**src/rtl/wdm_pkg.sv**
```systemverilog
// Shared types and helpers for the microring wavelength-lock controller.
//   ring_lock_state_e : controller FSM states (ST_DPROBE exists only when
//                       RING_LOCK_DITHER_EN is defined)
//   ring_tune_max()   : largest tuning code for a given code width
package wdm_pkg;

    typedef enum logic [2:0] {
        ST_IDLE   = 3'd0,
        ST_SET    = 3'd1,
        ST_SETTLE = 3'd2,
        ST_SAMPLE = 3'd3,
        ST_PARK   = 3'd4,
        ST_LOCKED = 3'd5,
        ST_FAIL   = 3'd6
`ifdef RING_LOCK_DITHER_EN
        ,
        ST_DPROBE = 3'd7
`endif
    } ring_lock_state_e;

    // Top of the tuning range, 2**width - 1.
    function automatic int unsigned ring_tune_max(input int unsigned width);
        return (32'd1 << width) - 32'd1;
    endfunction

endpackage

```
**src/rtl/ring_lock_ctrl_peak.sv**
```systemverilog
// ring_peak_tracker: running maximum of ADC power samples and the tuning code
// at which it was seen. Strictly-greater compare, so on equal power the
// earliest sample wins.
//   i_clk, i_rst   clock, synchronous active-high reset
//   i_clear        zero the stored peak (takes priority over i_upd)
//   i_upd          one sample is valid this cycle
//   i_code, i_pwr  tuning code and power of that sample
//   o_peak_code    code of the best sample so far
//   o_peak_pwr     power of the best sample so far
module ring_peak_tracker #(
    parameter int unsigned TuneWidth = 8,
    parameter int unsigned AdcWidth  = 10
) (
    input  logic                 i_clk,
    input  logic                 i_rst,
    input  logic                 i_clear,
    input  logic                 i_upd,
    input  logic [TuneWidth-1:0] i_code,
    input  logic [AdcWidth-1:0]  i_pwr,
    output logic [TuneWidth-1:0] o_peak_code,
    output logic [AdcWidth-1:0]  o_peak_pwr
);

    logic [TuneWidth-1:0] r_peak_code;
    logic [AdcWidth-1:0]  r_peak_pwr;

    always_ff @(posedge i_clk) begin
        if (i_rst || i_clear) begin
            r_peak_code <= '0;
            r_peak_pwr  <= '0;
        end else if (i_upd && (i_pwr > r_peak_pwr)) begin
            r_peak_code <= i_code;
            r_peak_pwr  <= i_pwr;
        end
    end

    assign o_peak_code = r_peak_code;
    assign o_peak_pwr  = r_peak_pwr;

endmodule

```
**src/rtl/ring_lock_ctrl.sv**
```systemverilog
// ring_lock_ctrl: wavelength-lock controller for one microring. Sweeps the
// tuning code from 0 in TuneStep increments, settles, samples drop-port power
// through an ADC req/valid handshake, then parks on the peak-power code
// (LOCKED) or returns the code to 0 (FAIL) if the peak is below i_thresh.
// Optional feature macro RING_LOCK_DITHER_EN: periodic three-point probe
// around the locked code while LOCKED, re-sweeping if power has collapsed.
//   i_clk, i_rst               clock, synchronous active-high reset
//   i_start, i_abort           begin sweep / return to IDLE (abort wins)
//   i_thresh                   minimum acceptable peak power
//   o_adc_req, i_adc_valid,
//   i_adc_code                 ADC handshake and sample
//   o_tune_code                ring tuning code
//   o_busy, o_locked, o_fail   status
//   o_peak_code, o_peak_pwr    best sample seen
module ring_lock_ctrl
    import wdm_pkg::*;
#(
    parameter int unsigned TuneWidth    = 8,
    parameter int unsigned AdcWidth     = 10,
    parameter int unsigned TuneStep     = 4,
    parameter int unsigned SettleCycles = 16,
    parameter int unsigned DitherPeriod = 1024
) (
    input  logic                 i_clk,
    input  logic                 i_rst,
    input  logic                 i_start,
    input  logic                 i_abort,
    input  logic [AdcWidth-1:0]  i_thresh,
    output logic                 o_adc_req,
    input  logic                 i_adc_valid,
    input  logic [AdcWidth-1:0]  i_adc_code,
    output logic [TuneWidth-1:0] o_tune_code,
    output logic                 o_busy,
    output logic                 o_locked,
    output logic                 o_fail,
    output logic [TuneWidth-1:0] o_peak_code,
    output logic [AdcWidth-1:0]  o_peak_pwr
);

    localparam int unsigned RING_TUNE_MAX = ring_tune_max(TuneWidth);
    localparam int unsigned TW1  = TuneWidth + 1;
    localparam int unsigned CntW = (SettleCycles > 1) ? $clog2(SettleCycles) : 1;
    localparam logic [CntW-1:0] SETTLE_LOAD = CntW'(SettleCycles - 1);
    localparam logic [TW1-1:0]  STEP_X      = TW1'(TuneStep);
    localparam logic [TW1-1:0]  MAX_X       = TW1'(RING_TUNE_MAX);

    ring_lock_state_e     r_state;
    logic [CntW-1:0]      r_settle_cnt;
    logic                 r_adc_req;
    logic [TuneWidth-1:0] r_tune_code;
    logic                 r_busy;
    logic                 r_locked;
    logic                 r_fail;

    logic [TW1-1:0]       w_next_code;
    logic                 w_last;
    logic                 w_start;
    logic                 w_upd;
    logic                 w_clear;
    logic [TuneWidth-1:0] w_peak_code;
    logic [AdcWidth-1:0]  w_peak_pwr;

    // Next sweep point computed one bit wider so the end of range never wraps.
    assign w_next_code = {1'b0, r_tune_code} + STEP_X;
    assign w_last      = (w_next_code > MAX_X);

    assign w_start = i_start && (r_state inside {ST_IDLE, ST_LOCKED, ST_FAIL});
    assign w_upd   = !i_abort && (r_state == ST_SAMPLE) && i_adc_valid;

`ifdef RING_LOCK_DITHER_EN
    localparam int unsigned PerW = (DitherPeriod > 1) ? $clog2(DitherPeriod) : 1;

    logic                 r_probe;
    logic [1:0]           r_dphase;
    logic [TuneWidth-1:0] r_dcenter;
    logic [PerW-1:0]      r_period_cnt;
    logic [TW1-1:0]       w_dhi_x;
    logic [TuneWidth-1:0] w_dlo;
    logic [TuneWidth-1:0] w_dhi;
    logic                 w_probe_drop;

    // Probe neighbours clamped to the tuning range.
    assign w_dhi_x = {1'b0, r_dcenter} + STEP_X;
    assign w_dhi   = (w_dhi_x > MAX_X) ? TuneWidth'(RING_TUNE_MAX) : w_dhi_x[TuneWidth-1:0];
    assign w_dlo   = ({1'b0, r_dcenter} >= STEP_X) ? (r_dcenter - STEP_X[TuneWidth-1:0])
                                                   : '0;

    // Centre sample of a probe below threshold: lock is lost.
    assign w_probe_drop = r_probe && (r_dphase == 2'd0) && (i_adc_code < i_thresh);

    // Tracker restarts on a sweep start, at each probe, and on lock loss.
    assign w_clear = !i_abort &&
                     (w_start ||
                      ((r_state == ST_DPROBE) && (r_dphase != 2'd3)) ||
                      (w_upd && w_probe_drop));
`else
    assign w_clear = !i_abort && w_start;
`endif

    ring_peak_tracker #(
        .TuneWidth (TuneWidth),
        .AdcWidth  (AdcWidth)
    ) u_peak (
        .i_clk       (i_clk),
        .i_rst       (i_rst),
        .i_clear     (w_clear),
        .i_upd       (w_upd),
        .i_code      (r_tune_code),
        .i_pwr       (i_adc_code),
        .o_peak_code (w_peak_code),
        .o_peak_pwr  (w_peak_pwr)
    );

    // Controller FSM with settle counter and ADC handshake.
    always_ff @(posedge i_clk) begin
        if (i_rst) begin
            r_state      <= ST_IDLE;
            r_settle_cnt <= '0;
            r_adc_req    <= 1'b0;
            r_tune_code  <= '0;
            r_busy       <= 1'b0;
            r_locked     <= 1'b0;
            r_fail       <= 1'b0;
`ifdef RING_LOCK_DITHER_EN
            r_probe      <= 1'b0;
            r_dphase     <= '0;
            r_dcenter    <= '0;
            r_period_cnt <= '0;
`endif
        end else if (i_abort) begin
            r_state      <= ST_IDLE;
            r_settle_cnt <= '0;
            r_adc_req    <= 1'b0;
            r_tune_code  <= '0;
            r_busy       <= 1'b0;
            r_locked     <= 1'b0;
            r_fail       <= 1'b0;
`ifdef RING_LOCK_DITHER_EN
            r_probe      <= 1'b0;
            r_period_cnt <= '0;
`endif
        end else if (w_start) begin
            r_state     <= ST_SET;
            r_adc_req   <= 1'b0;
            r_tune_code <= '0;
            r_busy      <= 1'b1;
            r_locked    <= 1'b0;
            r_fail      <= 1'b0;
`ifdef RING_LOCK_DITHER_EN
            r_probe     <= 1'b0;
`endif
        end else begin
            case (r_state)
                ST_SET: begin
                    r_settle_cnt <= SETTLE_LOAD;
                    r_state      <= ST_SETTLE;
                end

                ST_SETTLE: begin
                    if (r_settle_cnt == '0) begin
                        r_adc_req <= 1'b1;
                        r_state   <= ST_SAMPLE;
                    end else begin
                        r_settle_cnt <= r_settle_cnt - CntW'(1);
                    end
                end

                ST_SAMPLE: begin
                    if (i_adc_valid) begin
                        r_adc_req <= 1'b0;
`ifdef RING_LOCK_DITHER_EN
                        if (r_probe) begin
                            case (r_dphase)
                                2'd0: begin
                                    if (w_probe_drop) begin
                                        r_probe     <= 1'b0;
                                        r_locked    <= 1'b0;
                                        r_tune_code <= '0;
                                    end else begin
                                        r_tune_code <= w_dlo;
                                        r_dphase    <= 2'd1;
                                    end
                                    r_state <= ST_SET;
                                end
                                2'd1: begin
                                    r_tune_code <= w_dhi;
                                    r_dphase    <= 2'd2;
                                    r_state     <= ST_SET;
                                end
                                default: begin
                                    // Tracker sees the last sample this edge; decide next cycle.
                                    r_dphase <= 2'd3;
                                    r_state  <= ST_DPROBE;
                                end
                            endcase
                        end else
`endif
                        if (w_last) begin
                            r_state <= ST_PARK;
                        end else begin
                            r_tune_code <= w_next_code[TuneWidth-1:0];
                            r_state     <= ST_SET;
                        end
                    end
                end

                ST_PARK: begin
                    r_busy <= 1'b0;
                    if (w_peak_pwr >= i_thresh) begin
                        r_tune_code <= w_peak_code;
                        r_locked    <= 1'b1;
                        r_state     <= ST_LOCKED;
`ifdef RING_LOCK_DITHER_EN
                        r_period_cnt <= '0;
`endif
                    end else begin
                        r_tune_code <= '0;
                        r_fail      <= 1'b1;
                        r_state     <= ST_FAIL;
                    end
                end

`ifdef RING_LOCK_DITHER_EN
                ST_LOCKED: begin
                    if (r_period_cnt == PerW'(DitherPeriod - 1)) begin
                        r_period_cnt <= '0;
                        r_dphase     <= 2'd0;
                        r_busy       <= 1'b1;
                        r_state      <= ST_DPROBE;
                    end else begin
                        r_period_cnt <= r_period_cnt + PerW'(1);
                    end
                end

                ST_DPROBE: begin
                    if (r_dphase == 2'd3) begin
                        // Ties were resolved in favour of the centre by sampling it first.
                        r_tune_code  <= w_peak_code;
                        r_probe      <= 1'b0;
                        r_busy       <= 1'b0;
                        r_period_cnt <= '0;
                        r_state      <= ST_LOCKED;
                    end else begin
                        r_probe   <= 1'b1;
                        r_dcenter <= r_tune_code;
                        r_state   <= ST_SET;
                    end
                end
`endif

                default: ;
            endcase
        end
    end

    assign o_adc_req   = r_adc_req;
    assign o_tune_code = r_tune_code;
    assign o_busy      = r_busy;
    assign o_locked    = r_locked;
    assign o_fail      = r_fail;
    assign o_peak_code = w_peak_code;
    assign o_peak_pwr  = w_peak_pwr;

endmodule
```
**config.mk**
```make
export PLATFORM = sky130hd
export DESIGN_NAME = ring_lock_ctrl
export DESIGN_NICKNAME = d
export VERILOG_FILES = /design/src/rtl/wdm_pkg.sv /design/src/rtl/ring_lock_ctrl_peak.sv /design/src/rtl/ring_lock_ctrl.sv
export SDC_FILE = /design/constraint.sdc
export NUM_CORES = 1
export LEC_CHECK = 0
export ABC_AREA = 0
export BUFFER_PORTS_ARGS = -buffer_cell sky130_fd_sc_hd__buf_2
export CORE_AREA = 2 2 81 83
export CTS_CLUSTER_SIZE = 8
export DETAILED_ROUTE_END_ITERATION = 12
export DIE_AREA = 0 0 83 85
export PLACE_DENSITY_LB_ADDON = 0.25
export SLEW_MARGIN = 10
export SYNTH_ARGS = -nofsm -noshare
export SYNTH_HDL_FRONTEND = slang
export SYNTH_SLANG_ARGS = --single-unit
```
**constraint.sdc**
```tcl
create_clock -name i_clk -period 5.9 [get_ports i_clk]
set_input_delay 0.885 -clock i_clk [delete_from_list [all_inputs] [get_ports i_clk]]
set_output_delay 0.885 -clock i_clk [all_outputs]
set_load 0.02 [all_outputs]
```
==> flow_results.org, run 1 <==
** Power
- The share of total power dissipated in combinational logic is 0.092.
- Of the total power, the share spent switching nets is 0.2578.
- Total power for the finished layout comes to 0.4745 mW.
- The share of total power dissipated in the clock network is 0.372.
- For this design the ratio of total power to cell area is 175.5 nW/um^2.
- IR analysis of the VDD net gives a maximum drop of 100.0 uV.
- Of the total power, registers draw 0.535.
- The analysis attributes to net switching a power of 0.1223 mW.
- Leakage power :: 1.140 nW
- Internal portion of total power :: 0.3521 mW

** Synth
- In the post-synthesis netlist, the cell with the most instances is sky130_fd_sc_hd__nor2_1.
- Synthesis produced 283 cells.
- Area share of the largest cell type after synthesis :: 0.3226
- Proportion of register bits with asynchronous set or reset after synthesis :: 0
- Distinct cell type count after synthesis :: 44
- Counting instances in the post-synthesis netlist gives the leading cell types as sky130_fd_sc_hd__nor2_1 (39), sky130_fd_sc_hd__dfxtp_1 (37), sky130_fd_sc_hd__inv_1 (29), sky130_fd_sc_hd__ha_1 (23), sky130_fd_sc_hd__a21oi_1 (21).
- Counting flops and latches in the post-synthesis netlist gives 37.
- Synthesis produced a netlist with a net count of 331.
- Top cell type by total area after synthesis :: sky130_fd_sc_hd__dfxtp_1
- Counting flops with a built-in enable in the synthesized netlist gives 0.
- Ys Warns :: 0
- The share of the Yosys chip area taken by registers is 0.3226.
- Among all flip-flop cells after synthesis, the most frequent one is sky130_fd_sc_hd__dfxtp_1.
- Summing every instance area after synthesis gives 2296 sq um.
- Mapped Avg Cell Area :: 8.113 sq um
- Area contributors post-synth :: sky130_fd_sc_hd__dfxtp_1 (32%), sky130_fd_sc_hd__ha_1 (13%), sky130_fd_sc_hd__mux2i_1 (8.3%), sky130_fd_sc_hd__nor2_1 (6.4%), sky130_fd_sc_hd__inv_1 (4.7%)

** STA
- Period Utilization, post-route :: 0.4929
- Transition time at the pin with the least slew margin :: 914.6 ps
- Final hold analysis gives a worst-case slack of 480.6 ps.
- Rel. slew slack :: 0.3890
- Setup violations remaining at the end of the flow were counted as 0.
- Setup repair after global routing left no endpoint under its margin.
- Adding up every negative setup slack in the final design gives 0 ps.
- Minimum period implied by the final worst setup slack :: 2908 ps
- Total count of max-transition violations in the final report :: 0
- Setup slack closes at 2992 ps.
- For this run, the top clock speed supported by timing is 0.3439 GHz.
- The number of failing hold endpoints at the final stage is 0.
- Setup Skew :: 5.286 ps

** Placement
- The wire-length estimate of the detail-placed layout is 4.117 mm.
- At the end of routability-driven placement, the weighted congestion stood at 0.8437.
- Instance count after placement with tap cells included :: 406
- Post-placement cell area :: 2621 sq um
- Input and output buffers added on the ports amount to 54.
- Timing analysis after detailed placement gives a worst setup slack of 2682 ps.

** CTS
- The number of hold buffers added after CTS was 0.
- Clock Root Buffer :: sky130_fd_sc_hd__clkbuf_8
- The number of setup buffers added after CTS is 0.
- Clock tree synthesis inserted a total of 5 buffers.
- CTS Sinks :: 37
- Clock-pin slew was measured on the worst setup and hold paths at 80 ps.
- H-Tree Depth :: 2
- CTS tree :: done
- Total of cells resized after clock tree synthesis :: 0
- The clock reaches the later pin of the worst-skew pair after 290 ps.
- The longest clock path from root to sink contains 2 buffers.

** Finish
- Share of the core filled with cells :: 0.4358
- The filler cells instantiated in the layout total 653.
- Compared with the post-synthesis result, the final layout area differs by 17.77%.
- Share of cells above drive strength 1 :: 0.2107
- Net count reported at finish :: 384
- Once layout is complete, the cells apart from fillers number 414.
- The number of antenna diodes in the final layout is 0.
- Finished Cell Area :: 2704 sq um

** Drt
- For this run, design rule violations remaining after detail routing come to 0.
- Post-DRT Antenna Nets :: 0
- Routed wirelength normalized by instance count :: 13.25 um
- The routed layout has 2,081 vias.
- Mean number of vias per cell :: 5.027
- Initial detailed-routing violation count :: 70
- Pre-antenna DRT Iters :: 6
- After detailed routing, the total wire length is 5.487 mm.

** Global route
- Total routing usage reported by global routing :: 0.1570
- GRT overflow :: 0
- The initial antenna violation count was 0.
- Vias in the first global route :: 1,899
- Entering global routing, the biggest net connects 19 pins.
- First-pass GRT wire length :: 9.080 mm

** Critical path
- At the worst endpoint, the arrival time is 3060 ps.
- STA classifies the critical path endpoint as a flop.
- Along the worst path, the maximum fanout reaches 10.
- The critical path is of the primary input to flop type.
- STA classifies the critical path startpoint as a primary input.
- For the worst setup path, the data required time is 6050 ps.

** Floorplan
- The die covers 7055 sq um.
- Overall die height :: 85 um
- The initial utilization of the core area, before any placement, comes to 0.3700.
- Top-level port count :: 55
- The core region is 6205 sq um.
- The floorplan has 29 rows.
- X dimension of the die :: 83 um

** Run
- Max_cap viols :: 0

** Run status
- Run status :: completed

** Hold path
- In this run the worst hold path is classified as flop to flop.
logic make-up after synthesis:
group | synth area share
buffers and inverters | 0.07357
adders and majority gates | 0.1253
and+or+nand+nor | 0.1984
muxes | 0.08283
AOI/OAI and AO/OA | 0.1782
xor gates and xnor gates | 0.01908
DFF | 0.3226
power groups by stage:
stage          sequential (mW)  clock [mW]  combinational (mW)
3_5_place_dp             0.260           0              0.0441
4_1_cts                  0.254       0.183              0.0443
6_report                 0.254       0.177              0.0438
2_1_floorplan            0.259           0              0.0273
5_1_grt                  0.254       0.192              0.0505
3_3_place_gp             0.260           0              0.0436
metal layers:
layer  vias up  GRT usage  share of wire
li1       1096          -              -
met1       949     0.2128           0.50
met2        32     0.2529           0.46
met3         4    0.03210          0.032
met4         0    0.04769         0.0084
met5         -          0              0
placed cells by master, fill, tap and decap left out, types with 13 or more instances in the layout:
| master | count |
|---|---|
| sky130_fd_sc_hd__o21ai_0 | 13 |
| sky130_fd_sc_hd__dfxtp_1 | 37 |
| sky130_fd_sc_hd__nor2_1 | 39 |
| sky130_fd_sc_hd__a21oi_1 | 20 |
| sky130_fd_sc_hd__ha_1 | 23 |
| sky130_fd_sc_hd__inv_1 | 29 |
| sky130_fd_sc_hd__nand2_1 | 19 |
| sky130_fd_sc_hd__mux2i_1 | 19 |
| sky130_fd_sc_hd__buf_2 | 54 |
layout make-up:
type | count | area (sq um) | share of cell area
multi-input cells | 207 | 1390 | 0.5141
clock inverters | 2 | 10.01 | 0.003702
flip-flops and latches | 37 | 740.7 | 0.2739
inverters | 29 | 108.9 | 0.04026
clock buffers | 6 | 72.57 | 0.02684
repair buffers | 56 | 285.3 | 0.1055
well taps | 77 | 96.34 | 0.03563
worst max-delay path, stage by stage:
cell                       delay (ps)
sky130_fd_sc_hd__buf_2            110
sky130_fd_sc_hd__ha_1             300
sky130_fd_sc_hd__nand4_1          130
sky130_fd_sc_hd__o211ai_1         110
sky130_fd_sc_hd__or4b_1           460
sky130_fd_sc_hd__a21oi_2          470
sky130_fd_sc_hd__buf_4            330
sky130_fd_sc_hd__mux2i_1          210
sky130_fd_sc_hd__nor2_1            50
final timing paths:
kind	slack, ps	from	end	depth (start not counted)
worst max-delay path	2990	i_adc_code[9]	u_peak.o_peak_pwr[9]	9
worst min-delay path	480	o_locked	o_locked	2
worst max register to register	3110	r_state[1]	u_peak.o_peak_pwr[9]	7
worst min register to register	480	o_locked	o_locked	2
registers in the layout (all words and copies together), names as in the netlist:
register	cells
o_locked	1
o_busy	1
u_peak.o_peak_pwr	10
o_fail	1
u_peak.o_peak_code	8
r_settle_cnt	4
o_adc_req	1
r_state	3
o_tune_code	8
Note: power is estimated with default switching activity, not from simulation.
==> run 2: changes to the inputs <==
==> constraint.sdc (replaced) <==
create_clock -name i_clk -period 2.4 [get_ports i_clk]
set_input_delay 0.36 -clock i_clk [delete_from_list [all_inputs] [get_ports i_clk]]
set_output_delay 0.36 -clock i_clk [all_outputs]
set_load 0.02 [all_outputs]
==> flow_results.org, run 2 (same netlist as run 1, synthesis figures left out) <==
** STA
- Timing-limited maximum frequency :: 0.4470 GHz
- The final setup violation count is 0 (unchanged).
- Rel. slew slack :: 0.4817 (+0.09272)
- The number of slew-limit violations in the final report was 0 (unchanged).
- Period Utilization, post-route :: 0.9321
- Transition time at the pin with the least slew margin :: 757.9 ps (-156.7 ps)
- The setup TNS is 0 ps (unchanged).
- Hold violation total from the final report :: 0 (unchanged)
- Setup repair after global routing left no endpoint under its margin.
- Setup Skew :: 3.574 ps (-1.713 ps)
- Minimum period implied by the final worst setup slack :: 2237 ps

** Placement
- Weighted congestion at the end of routability-driven global placement :: 0.8003 (-5.1%)
- Port buffer count :: 54 (unchanged)
- HPWL Detailed :: 4.255 mm (+3.4%)

** Global route
- Global-route track usage on met3 :: 0.03599 (+0.003891)
- The largest net degree at the start of global routing is 19 (unchanged).
- GRT overflow :: 0 (unchanged)
- First-pass GRT wire length :: 9.446 mm (+4.0%)
- The global routing usage summed across all routing layers was 0.1634 (+0.006421).
- Vias in the first global route :: 1,952 (+2.8%)
- Met1 track demand over resource :: 0.2262 (+0.01342)
- Gr busiest metal :: met2
- The met2 usage came to 0.2559 (+0.002933).
- The initial antenna violation count is 0 (unchanged).

** Run
- The total of max-cap violations is 0 (unchanged).

** Critical path
- In this run the worst setup path terminates at u_peak.o_peak_code[3].
- The maximum fanout count along the critical path came to 8 (-2).
- The critical path is of the flop to flop type.
- Crit path cell chain :: inv_1 -> ha_1 -> nand4_1 -> o211ai_1 -> or4b_1 -> a21oi_2 -> buf_4 -> mux2i_1 -> nor2_1
- Worst path top cell family by delay :: simple AND/OR/NAND/NOR gates
- The worst register-to-register path ends at u_peak.o_peak_code[3].
- The arrival time of the worst setup path is 2430 ps (-630 ps).
- Startpoint of the worst register-to-register path :: u_peak.o_peak_pwr[7]
- On the critical path, the stage with the largest delay is an instance of sky130_fd_sc_hd__or4b_1.
- The highest cell delay on the worst timing path is 470 ps (about the same).
- The number of gates on the worst path with buffers counted came to 9 (unchanged).
- STA classifies the critical path startpoint as a flop.
- Crit. Startpoint :: u_peak.o_peak_pwr[7]
- The worst path required time came to 2590 ps (-3460 ps).
- The number of buffer and inverter stages on the critical path came to 2 (unchanged).
- Slack of the worst reg-to-reg path :: 160 ps (-2950 ps)
- The logic depth of the worst register-to-register path came to 9 (+2).
- STA classifies the critical path endpoint as a flop.

** CTS
- Post-CTS clock slew at the launch and capture registers of the worst setup and hold paths :: 80 ps (about the same)
- TritonCTS buffer count :: 5 (unchanged)
- CTS tree :: done
- Insertion delay to the later sink of the worst-skew pair :: 300 ps (about the same)
- Buffers from clock root to sink, at most :: 2 (unchanged)
- The number of buffers inserted to repair setup after CTS came to 0 (unchanged).
- H-Tree Depth :: 2 (unchanged)
- The clock sink count came to 37 (unchanged).
- Clock Root Buffer :: sky130_fd_sc_hd__clkbuf_8

** Floorplan
- The die footprint came to 7055 sq um (unchanged).
- The chip height was 85 um (unchanged).
- The die outline width is 83 um (unchanged).
- The number of I/O pins was 55 (unchanged).
- The placeable core region is 6205 sq um (unchanged).
- FP Rows :: 29 (unchanged)
- Initial core utilization :: 0.3700 (unchanged)

** Power
- The internal power of the cells is 0.9782 mW (+180%).
- The switching power summed over all nets is 0.3265 mW (+170%).
- The clock share of power is 0.435 (+0.063).
- Sw frac :: 0.2502 (-0.007591)
- The sequential share of power came to 0.476 (-0.059).
- Leakage power :: 1.182 nW (+3.7%)
- PD cells :: 468.2 nW/um^2 (+170%)
- The worst IR drop on VDD is 250.0 uV (+150%).
- The logic gate share of total power came to 0.089 (-0.003).

** Drt
- The final antenna-violating net count is 0 (unchanged).
- Pre-antenna DRT Iters :: 4 (-2)
- Count of vias placed by the detailed router :: 2,126 (+2.2%)
- Number of design rule violations left after detail routing :: 0 (unchanged)
- The final routed wire length divided by cell count came to 13.56 um (+2.3%).
- Total detailed-routing wirelength :: 5.697 mm (+3.8%)
- Initial detailed-routing violation count :: 73 (+4.3%)
- Mean number of vias per cell :: 5.062 (+0.70%)

** Finish
- Share of the core filled with cells :: 0.4491 (+0.01331)
- The final layout net count is 390 (+1.6%).
- The fill cell total of the finished layout is 635 (-2.8%).
- Share of cells above drive strength 1 :: 0.2332 (+0.02255)
- From synthesis to final layout, the design area changed by 21.36%.
- The library cell used most frequently in the layout, excluding fill and tap cells, is sky130_fd_sc_hd__buf_2.
- Largest register FFs :: 10 (unchanged)
- In the layout the commonest cells are sky130_fd_sc_hd__buf_2 (54), sky130_fd_sc_hd__nor2_1 (39), sky130_fd_sc_hd__dfxtp_1 (36), sky130_fd_sc_hd__inv_1 (29), sky130_fd_sc_hd__ha_1 (23).
- The number of antenna repair diodes was 0 (unchanged).

** Hold path
- The min-delay analysis places its worst path in the category primary input to flop.

** Run status
- Run status :: completed
==> run 2: cell types whose count changed in the layout (fill, tap and decap cells not counted), sizes merged <==
cell      before  now
buf           56   62
bufinv         0    1
clkbuf         6    5
clkinvlp       0    1
clkinv         2    1
==> run 2: per-layer routing <==
| layer | routed length (um) | vias up |
|---|---|---|
| met5 | 0 | - |
| met4 | 74 | 0 |
| met3 | 230 | 5 |
| met2 | 2552 | 38 |
| met1 | 2839 | 976 |
| li1 | - | 1107 |
==> run 2: through the flow <==
| step | instance area (sq um) | power [mW] | setup WS [ps] | hold slack [ps] | instances |
|---|---|---|---|---|---|
| 2_1_floorplan | 2296 | 0.7035 | 143.8 | 493.6 | 283 |
| 3_3_place_gp | 2666 | 0.7501 | 69.39 | 455.9 | 412 |
| 3_5_place_dp | 2666 | 0.7513 | 19.60 | 454.3 | 412 |
| 4_1_cts | 2781 | 1.323 | 119.2 | 311.4 | 420 |
| 5_1_grt | 2786 | 1.364 | 5.940 | 320.9 | 420 |
| 6_report | 2786 | 1.305 | 162.9 | 313.1 | 420 |
==> run 2: worst min-delay path by stage <==
stage | startpoint | endpoint | slack [ps] | cells after the start
after floorplan | r_settle_cnt[2] | r_settle_cnt[2] | 490 | 2
after global placement | o_locked | o_locked | 460 | 2
final | i_adc_code[8] | u_peak.o_peak_pwr[8] | 310 | 3
after CTS | i_adc_code[8] | u_peak.o_peak_pwr[8] | 310 | 3
after global routing | i_adc_code[5] | u_peak.o_peak_pwr[5] | 320 | 3
after detailed placement | o_locked | o_locked | 450 | 2
==> run 2: what timing repair did <==
action / CTS / global route
hold buffers: 0 / 0
setup endpoints to repair: 0 / 10
gates resized for setup: 0 / 2
==> run 2: area by class of cell <==
type                            count  area [sq um]  share of cell area
Clock buffer                        5         68.82             0.02470
Tap cell                           77         96.34             0.03458
Multi-Input combinational cell    207          1394              0.5002
Clock inverter                      3         46.29             0.01661
Sequential cell                    37         742.0              0.2663
Timing Repair Buffer               62         330.3              0.1185
Inverter                           29         108.9             0.03907
==> run 2: power by group through the flow <==
stage	Clock, mW	Sequential (mW)	Combinational [mW]
after detailed placement	0	0.635	0.116
after floorplan	0	0.636	0.0672
final	0.568	0.621	0.116
after global placement	0	0.635	0.115
after global routing	0.611	0.622	0.131
after CTS	0.585	0.621	0.116
==> run 2: worst reg2reg max path, stage by stage, from the launching register on <==
cell	delay, ps
sky130_fd_sc_hd__dfxtp_1	390
sky130_fd_sc_hd__inv_1	70
sky130_fd_sc_hd__ha_1	300
sky130_fd_sc_hd__nand4_1	140
sky130_fd_sc_hd__o211ai_1	130
sky130_fd_sc_hd__or4b_1	470
sky130_fd_sc_hd__a21oi_2	160
sky130_fd_sc_hd__buf_4	220
sky130_fd_sc_hd__mux2i_1	200
sky130_fd_sc_hd__nor2_1	50
